## src/rtl/sub_pkg.sv

```systemverilog
// Shared types and constants for the serial subtractor:
// FSM state encoding, condition-code bit positions and default geometry.
package sub_pkg;

  typedef enum logic [1:0] {
    IDLE = 2'd0,
    RUN  = 2'd1,
    DONE = 2'd2
  } state_t;

  localparam int CC_ZF = 0;
  localparam int CC_SF = 1;
  localparam int CC_OF = 2;
  localparam int CC_W  = 3;

  localparam int DEF_WIDTH = 64;
  localparam int DEF_DIGIT = 8;

endpackage

```

## src/rtl/sub_slice.sv

```systemverilog
// DIGIT-bit borrow-ripple subtract slice: diff = x - y - bin, bout = borrow out.
// Purely combinational; the top reuses one instance for every digit.
module sub_slice #(
  parameter int DIGIT = 8
) (
  input  logic [DIGIT-1:0] x,
  input  logic [DIGIT-1:0] y,
  input  logic             bin,
  output logic [DIGIT-1:0] diff,
  output logic             bout
);

  // bit-serial borrow ripple across the slice
  always_comb begin
    logic w_b;
    w_b  = bin;
    diff = '0;
    for (int i = 0; i < DIGIT; i++) begin
      diff[i] = x[i] ^ y[i] ^ w_b;
      w_b     = (~x[i] & y[i]) | (~(x[i] ^ y[i]) & w_b);
    end
    bout = w_b;
  end

endmodule

```

## src/rtl/serial_subtractor.sv

```systemverilog
// Multi-cycle WIDTH-bit subtractor d = a - b, DIGIT bits per cycle, valid/ready on both sides.
// Define SUB_FLAGS_EN to build the ZF/SF/OF condition-code logic; otherwise those outputs are 0.
module serial_subtractor
  import sub_pkg::*;
#(
  parameter int WIDTH = DEF_WIDTH,
  parameter int DIGIT = DEF_DIGIT
) (
  input  logic             clk,
  input  logic             reset,
  input  logic             in_valid,
  output logic             in_ready,
  input  logic [WIDTH-1:0] a,
  input  logic [WIDTH-1:0] b,
  output logic             out_valid,
  input  logic             out_ready,
  output logic [WIDTH-1:0] d,
  output logic             borrow,
  output logic             zf,
  output logic             sf,
  output logic             of
);

  localparam int NDIG  = WIDTH / DIGIT;
  localparam int CNT_W = (NDIG > 1) ? $clog2(NDIG) : 1;
  localparam logic [CNT_W-1:0] CNT_LAST = CNT_W'(NDIG - 1);

  if ((DIGIT < 1) || (WIDTH % DIGIT != 0)) begin : g_bad_digit
    $error("serial_subtractor: WIDTH must be a positive multiple of DIGIT");
  end

  state_t           r_state;
  state_t           w_next;
  logic [WIDTH-1:0] r_a_sh;
  logic [WIDTH-1:0] r_b_sh;
  logic [WIDTH-1:0] r_d_sh;
  logic             r_bw;
  logic [CNT_W-1:0] r_cnt;
  logic             r_in_ready;
  logic             r_out_valid;
  logic [WIDTH-1:0] r_d;
  logic             r_borrow;

  logic [DIGIT-1:0]       w_diff;
  logic                   w_bout;
  logic                   w_last;
  logic                   w_accept;
  logic                   w_finish;
  logic [WIDTH+DIGIT-1:0] w_a_cat;
  logic [WIDTH+DIGIT-1:0] w_b_cat;
  logic [WIDTH+DIGIT-1:0] w_d_cat;
  logic [WIDTH-1:0]       w_d_next;

  sub_slice #(.DIGIT(DIGIT)) u_slice (
    .x    (r_a_sh[DIGIT-1:0]),
    .y    (r_b_sh[DIGIT-1:0]),
    .bin  (r_bw),
    .diff (w_diff),
    .bout (w_bout)
  );

  // Concatenate-then-slice keeps the shifts legal even when DIGIT == WIDTH.
  assign w_a_cat  = {{DIGIT{1'b0}}, r_a_sh};
  assign w_b_cat  = {{DIGIT{1'b0}}, r_b_sh};
  assign w_d_cat  = {w_diff, r_d_sh};
  assign w_d_next = w_d_cat[WIDTH+DIGIT-1:DIGIT];
  assign w_last   = (r_cnt == CNT_LAST);
  assign w_accept = (r_state == IDLE) && in_valid;
  assign w_finish = (r_state == RUN) && w_last;

  // FSM state register
  always_ff @(posedge clk) begin
    if (reset) begin
      r_state <= IDLE;
    end else begin
      r_state <= w_next;
    end
  end

  // FSM next-state decode
  always_comb begin
    w_next = r_state;
    case (r_state)
      IDLE: begin
        if (in_valid) w_next = RUN;
        else          w_next = IDLE;
      end
      RUN: begin
        if (w_last) w_next = DONE;
        else        w_next = RUN;
      end
      DONE: begin
        if (out_ready) w_next = IDLE;
        else           w_next = DONE;
      end
      default: w_next = IDLE;
    endcase
  end

  // operand shift registers, digit accumulator, running borrow and digit counter
  always_ff @(posedge clk) begin
    if (reset) begin
      r_a_sh <= '0;
      r_b_sh <= '0;
      r_d_sh <= '0;
      r_bw   <= 1'b0;
      r_cnt  <= '0;
    end else if (w_accept) begin
      r_a_sh <= a;
      r_b_sh <= b;
      r_d_sh <= '0;
      r_bw   <= 1'b0;
      r_cnt  <= '0;
    end else if (r_state == RUN) begin
      r_a_sh <= w_a_cat[WIDTH+DIGIT-1:DIGIT];
      r_b_sh <= w_b_cat[WIDTH+DIGIT-1:DIGIT];
      r_d_sh <= w_d_next;
      r_bw   <= w_bout;
      r_cnt  <= r_cnt + CNT_W'(1);
    end else begin
      r_a_sh <= r_a_sh;
      r_b_sh <= r_b_sh;
      r_d_sh <= r_d_sh;
      r_bw   <= r_bw;
      r_cnt  <= r_cnt;
    end
  end

  // handshake and result output registers
  always_ff @(posedge clk) begin
    if (reset) begin
      r_in_ready  <= 1'b1;
      r_out_valid <= 1'b0;
      r_d         <= '0;
      r_borrow    <= 1'b0;
    end else begin
      r_in_ready  <= (w_next == IDLE);
      r_out_valid <= (w_next == DONE);
      if (w_finish) begin
        r_d      <= w_d_next;
        r_borrow <= w_bout;
      end else begin
        r_d      <= r_d;
        r_borrow <= r_borrow;
      end
    end
  end

  assign in_ready  = r_in_ready;
  assign out_valid = r_out_valid;
  assign d         = r_d;
  assign borrow    = r_borrow;

`ifdef SUB_FLAGS_EN
  logic            r_a_msb;
  logic            r_b_msb;
  logic [CC_W-1:0] r_cc;

  // operand sign capture at accept and condition codes on entry to DONE
  always_ff @(posedge clk) begin
    if (reset) begin
      r_a_msb <= 1'b0;
      r_b_msb <= 1'b0;
      r_cc    <= '0;
    end else if (w_accept) begin
      r_a_msb <= a[WIDTH-1];
      r_b_msb <= b[WIDTH-1];
      r_cc    <= r_cc;
    end else if (w_finish) begin
      r_a_msb     <= r_a_msb;
      r_b_msb     <= r_b_msb;
      r_cc[CC_ZF] <= (w_d_next == '0);
      r_cc[CC_SF] <= w_d_next[WIDTH-1];
      r_cc[CC_OF] <= (r_a_msb != r_b_msb) && (w_d_next[WIDTH-1] != r_a_msb);
    end else begin
      r_a_msb <= r_a_msb;
      r_b_msb <= r_b_msb;
      r_cc    <= r_cc;
    end
  end

  assign zf = r_cc[CC_ZF];
  assign sf = r_cc[CC_SF];
  assign of = r_cc[CC_OF];
`else
  assign zf = 1'b0;
  assign sf = 1'b0;
  assign of = 1'b0;
`endif

endmodule

```

## config.mk

```make
export PLATFORM = sky130hd
export DESIGN_NAME = serial_subtractor
export DESIGN_NICKNAME = d
export VERILOG_FILES = /design/src/rtl/sub_pkg.sv /design/src/rtl/sub_slice.sv /design/src/rtl/serial_subtractor.sv
export SDC_FILE = /design/constraint.sdc
export NUM_CORES = 1
export LEC_CHECK = 0
export ABC_CLOCK_PERIOD_IN_PS = 10000
export CELL_PAD_IN_SITES_DETAIL_PLACEMENT = 1
export CELL_PAD_IN_SITES_GLOBAL_PLACEMENT = 1
export CORE_MARGIN = 3
export CORE_UTILIZATION = 42
export CTS_BUF_LIST = sky130_fd_sc_hd__clkbuf_4 sky130_fd_sc_hd__clkbuf_8
export CTS_CLUSTER_SIZE = 8
export DETAILED_ROUTE_END_ITERATION = 10
export GPL_TIMING_DRIVEN = 0
export PLACE_DENSITY_LB_ADDON = 0.05
export SYNTH_ARGS = -nofsm -noshare
export SYNTH_HDL_FRONTEND = slang
export SYNTH_SLANG_ARGS = --single-unit
```

## constraint.sdc

```tcl
create_clock -name clk -period 10 [get_ports clk]
set_clock_uncertainty 0.05 [all_clocks]
set_input_delay 2 -clock clk [delete_from_list [all_inputs] [get_ports clk]]
set_output_delay 2 -clock clk [all_outputs]
set_load 0.01 [all_outputs]
```

==> out/results.txt <==
Status - finished, final reports clean
Layout area overhead - 33.9%
Synthesized flop and latch total - 257
Setup violations, final - 0
Power per cell area - 183 mW/mm²
Port-buffer cells - 198
Vias per cell - 5.07
Clk Latency, worst-skew pair - 0.55 ns
Post-synthesis adder-cell area fraction - 0.0191
Clk buf depth - 3
Combinational family with the most area after synthesis - simple AND/OR/NAND/NOR gates
Final period utilization - 0.380
Compound-Gate Fraction of Synth Area - 0.0944
Ports - 202
CTS sink cnt - 257
Crit. End Element - flop
Initial DRC count - 315
Die Ht - 158 µm
Final min period - 3.80 ns
Nets - 1594
RSZ-0062 raised after global routing - false
Post-synthesis mux area share - 0
Yosys warns - 0
Hold_buf cts - 0
CTS Root Cell - clkbuf_8
Logic pwr share - 0.116
Library cells used by synthesis - 33
Final Hold Fails - 0
Row Count - 55
Cell count after synthesis - 1207
DRT antenna net count - 0
Top_reg_cell synth - dfxtp_1
Share of cells above drive strength 1 - 0.101
Worst-path maximum fanout - 2
Setup TNS - 0 ns
Fillcell total - 2774
Post-Synth XOR/XNOR Area - 0.000902
Chip width - 158 µm
Leak - 0.00502 µW
Die ar. - 0.0250 mm²
Sw frac - 0.253
Post-Synthesis Cell Area - 0.00971 mm²
Antenna violations before repair - 4
CTS clk-pin slew, worst paths - 0.06 ns
Hold WC Path Type - flop to flop
Largest net degree at the start of global routing - 12
CTS resizes - 0
First drt pass iteration count - 4
HPWL after detailed placement - 21600 µm
Routed vias - 8986
EDFF count, synth - 0
Max Fclk - 263 MHz
DRC - 0
Maxcap violations - 0
Global route total overflow - 0
Critical Path AT - 4.17 ns
Core area - 0.0227 mm²
Seq/Total Area, Yosys - 0.530
Setup Fix Bufs, Post-CTS - 0
Ant. Diodes - 0
Worst Path Required - 10.37 ns
Gpl congestion - 0.800
Synth async-reset ratio - 0
Initial Util - 0.428
Final WL - 29300 µm
Clock share of power - 0.417
Wirelength per Cell - 16.6 µm
H-tree levels - 2
Switching Power - 602 µW
Max Slew Vio Count - 0
All-Layer GR Usage - 0.231
Kind of critical path - flop to flop
Startpoint Class - flop
Final Power - 2380 µW
Syn avg cell area - 8.05 µm²
CTS buffer count - 43
Simple-Gate Fraction of Synth Area - 0.298
Rel. slew slack - 0.498
Cell-internal power - 1780 µW
Max VDD drop - 0.0000943 V
Vias in the first global route - 9419
Slew @ Worst Pin - 0.752 ns
CTS tree - yes
Reg power frac - 0.466
First-pass GRT wire length - 46200 µm
-- layout by cell type (no fill, tap or decap), drive strengths merged --
cell type	count
a2111oi	8
a211oi	14
a21o	1
a21oi	112
a22o	16
and3b	1
buf	60
clkbuf	112
clkdlybuf4s50	198
clkinv	1
clkinvlp	1
conb	3
dfxtp	257
fa	8
ha	2
inv	12
nand2	220
nand2b	2
nand3b	1
nor2	346
nor2b	1
nor4	104
o21a	1
o21ba	1
o21bai	1
or3b	2
xnor2	1
-- area by class of cell --
| cell class | instances | area (µm²) | share of cell area |
|---|---|---|---|
| plain buffers | 96 | 520 | 0.0400 |
| clock buffers | 76 | 921 | 0.0708 |
| clock inverters | 3 | 21.3 | 0.00164 |
| inverters | 11 | 41.3 | 0.00318 |
| multi-input cells | 845 | 4010 | 0.309 |
| flip-flops and latches | 257 | 5140 | 0.396 |
| well taps | 285 | 357 | 0.0274 |
| repair buffers | 198 | 1980 | 0.152 |
-- state kept, by name, indices dropped and copies added (netlist names) --
name and cells:
in_ready 1, r_b_sh 64, r_state 2, borrow 1
out_valid 1, r_a_sh 64, r_d_sh 56, r_cnt 3
r_bw 1, d 64
-- kinds of logic (layout without fill, tap and decap cells) --
family	Yosys count	count (layout)
compound gates	154	154
fa+ha+maj	10	10
xor+xnor	1	1
simple gates	677	677
flops	257	257
other cells	1	3
buf+inv	107	384
-- synth_stat cells (2+ instances only) --
cell	instances	area (µm²)
nor2_1	344	1290
dfxtp_1	257	5140
nand2_1	220	826
a21oi_1	112	561
nor4_1	97	607
buf_2	38	190
clkbuf_1	36	135
a22o_1	16	140
a211oi_1	14	105
buf_4	12	90.1
inv_1	11	41.3
buf_6	9	101
fa_1	8	160
nor4_2	7	87.6
a2111oi_0	5	43.8
a2111oi_1	2	20.0
ha_1	2	25.0
nand2b_1	2	12.5
-- worst max-delay path, stage by stage, from the launching register on --
cell	delay, ns
dfxtp_1	0.29
inv_1	0.09
fa_1	0.18
inv_1	0.06
fa_1	0.38
fa_1	0.41
fa_1	0.39
fa_1	0.39
fa_1	0.40
fa_1	0.37
inv_1	0.07
fa_1	0.47
nand2_1	0.09
a21oi_1	0.05
-- power by group through the flow --
stage	Clock [µW]	Sequential, µW	Combinational (µW)
floorplan	0	1120	163
global placement	0	1130	272
detailed placement	0	1130	278
CTS	1010	1110	280
global route	1060	1120	307
finish	993	1110	277
-- path summary, 6_finish.rpt --
kind | from | endpoint | slack [ns] | cells after the start
setup reg to reg | r_b_sh[0]$_SDFFE_PP0P_ | d[63]$_SDFFE_PP0P_ | 6.20 | 13
hold / removal | d[11]$_SDFFE_PP0P_ | d[11]$_SDFFE_PP0P_ | 0.40 | 2
hold reg to reg | d[11]$_SDFFE_PP0P_ | d[11]$_SDFFE_PP0P_ | 0.40 | 2
setup / recovery | r_b_sh[0]$_SDFFE_PP0P_ | d[63]$_SDFFE_PP0P_ | 6.20 | 13
-- routing by layer --
metal / up-vias / wire [µm] / track usage
li1: 4474 / - / -
met1: 4254 / 12200 / 0.268
met2: 193 / 15000 / 0.423
met3: 57 / 1430 / 0.0498
met4: 8 / 636 / 0.0737
met5: - / 50 / 0
-- through the flow --
step                      hold slack [ns]  area, µm²  setup slack, ns  instances   util
after floorplan                     0.382       9720             6.45       1209      -
after global placement              0.393      12100             5.96       1692  0.531
after detailed placement            0.396      12100             5.91       1692  0.531
after CTS                           0.404      13000             6.21       1771  0.572
after global routing                0.422      13000             6.05       1771  0.572
final                               0.400      13000             6.20       1771  0.572
Power figures use the tool's default switching activity.
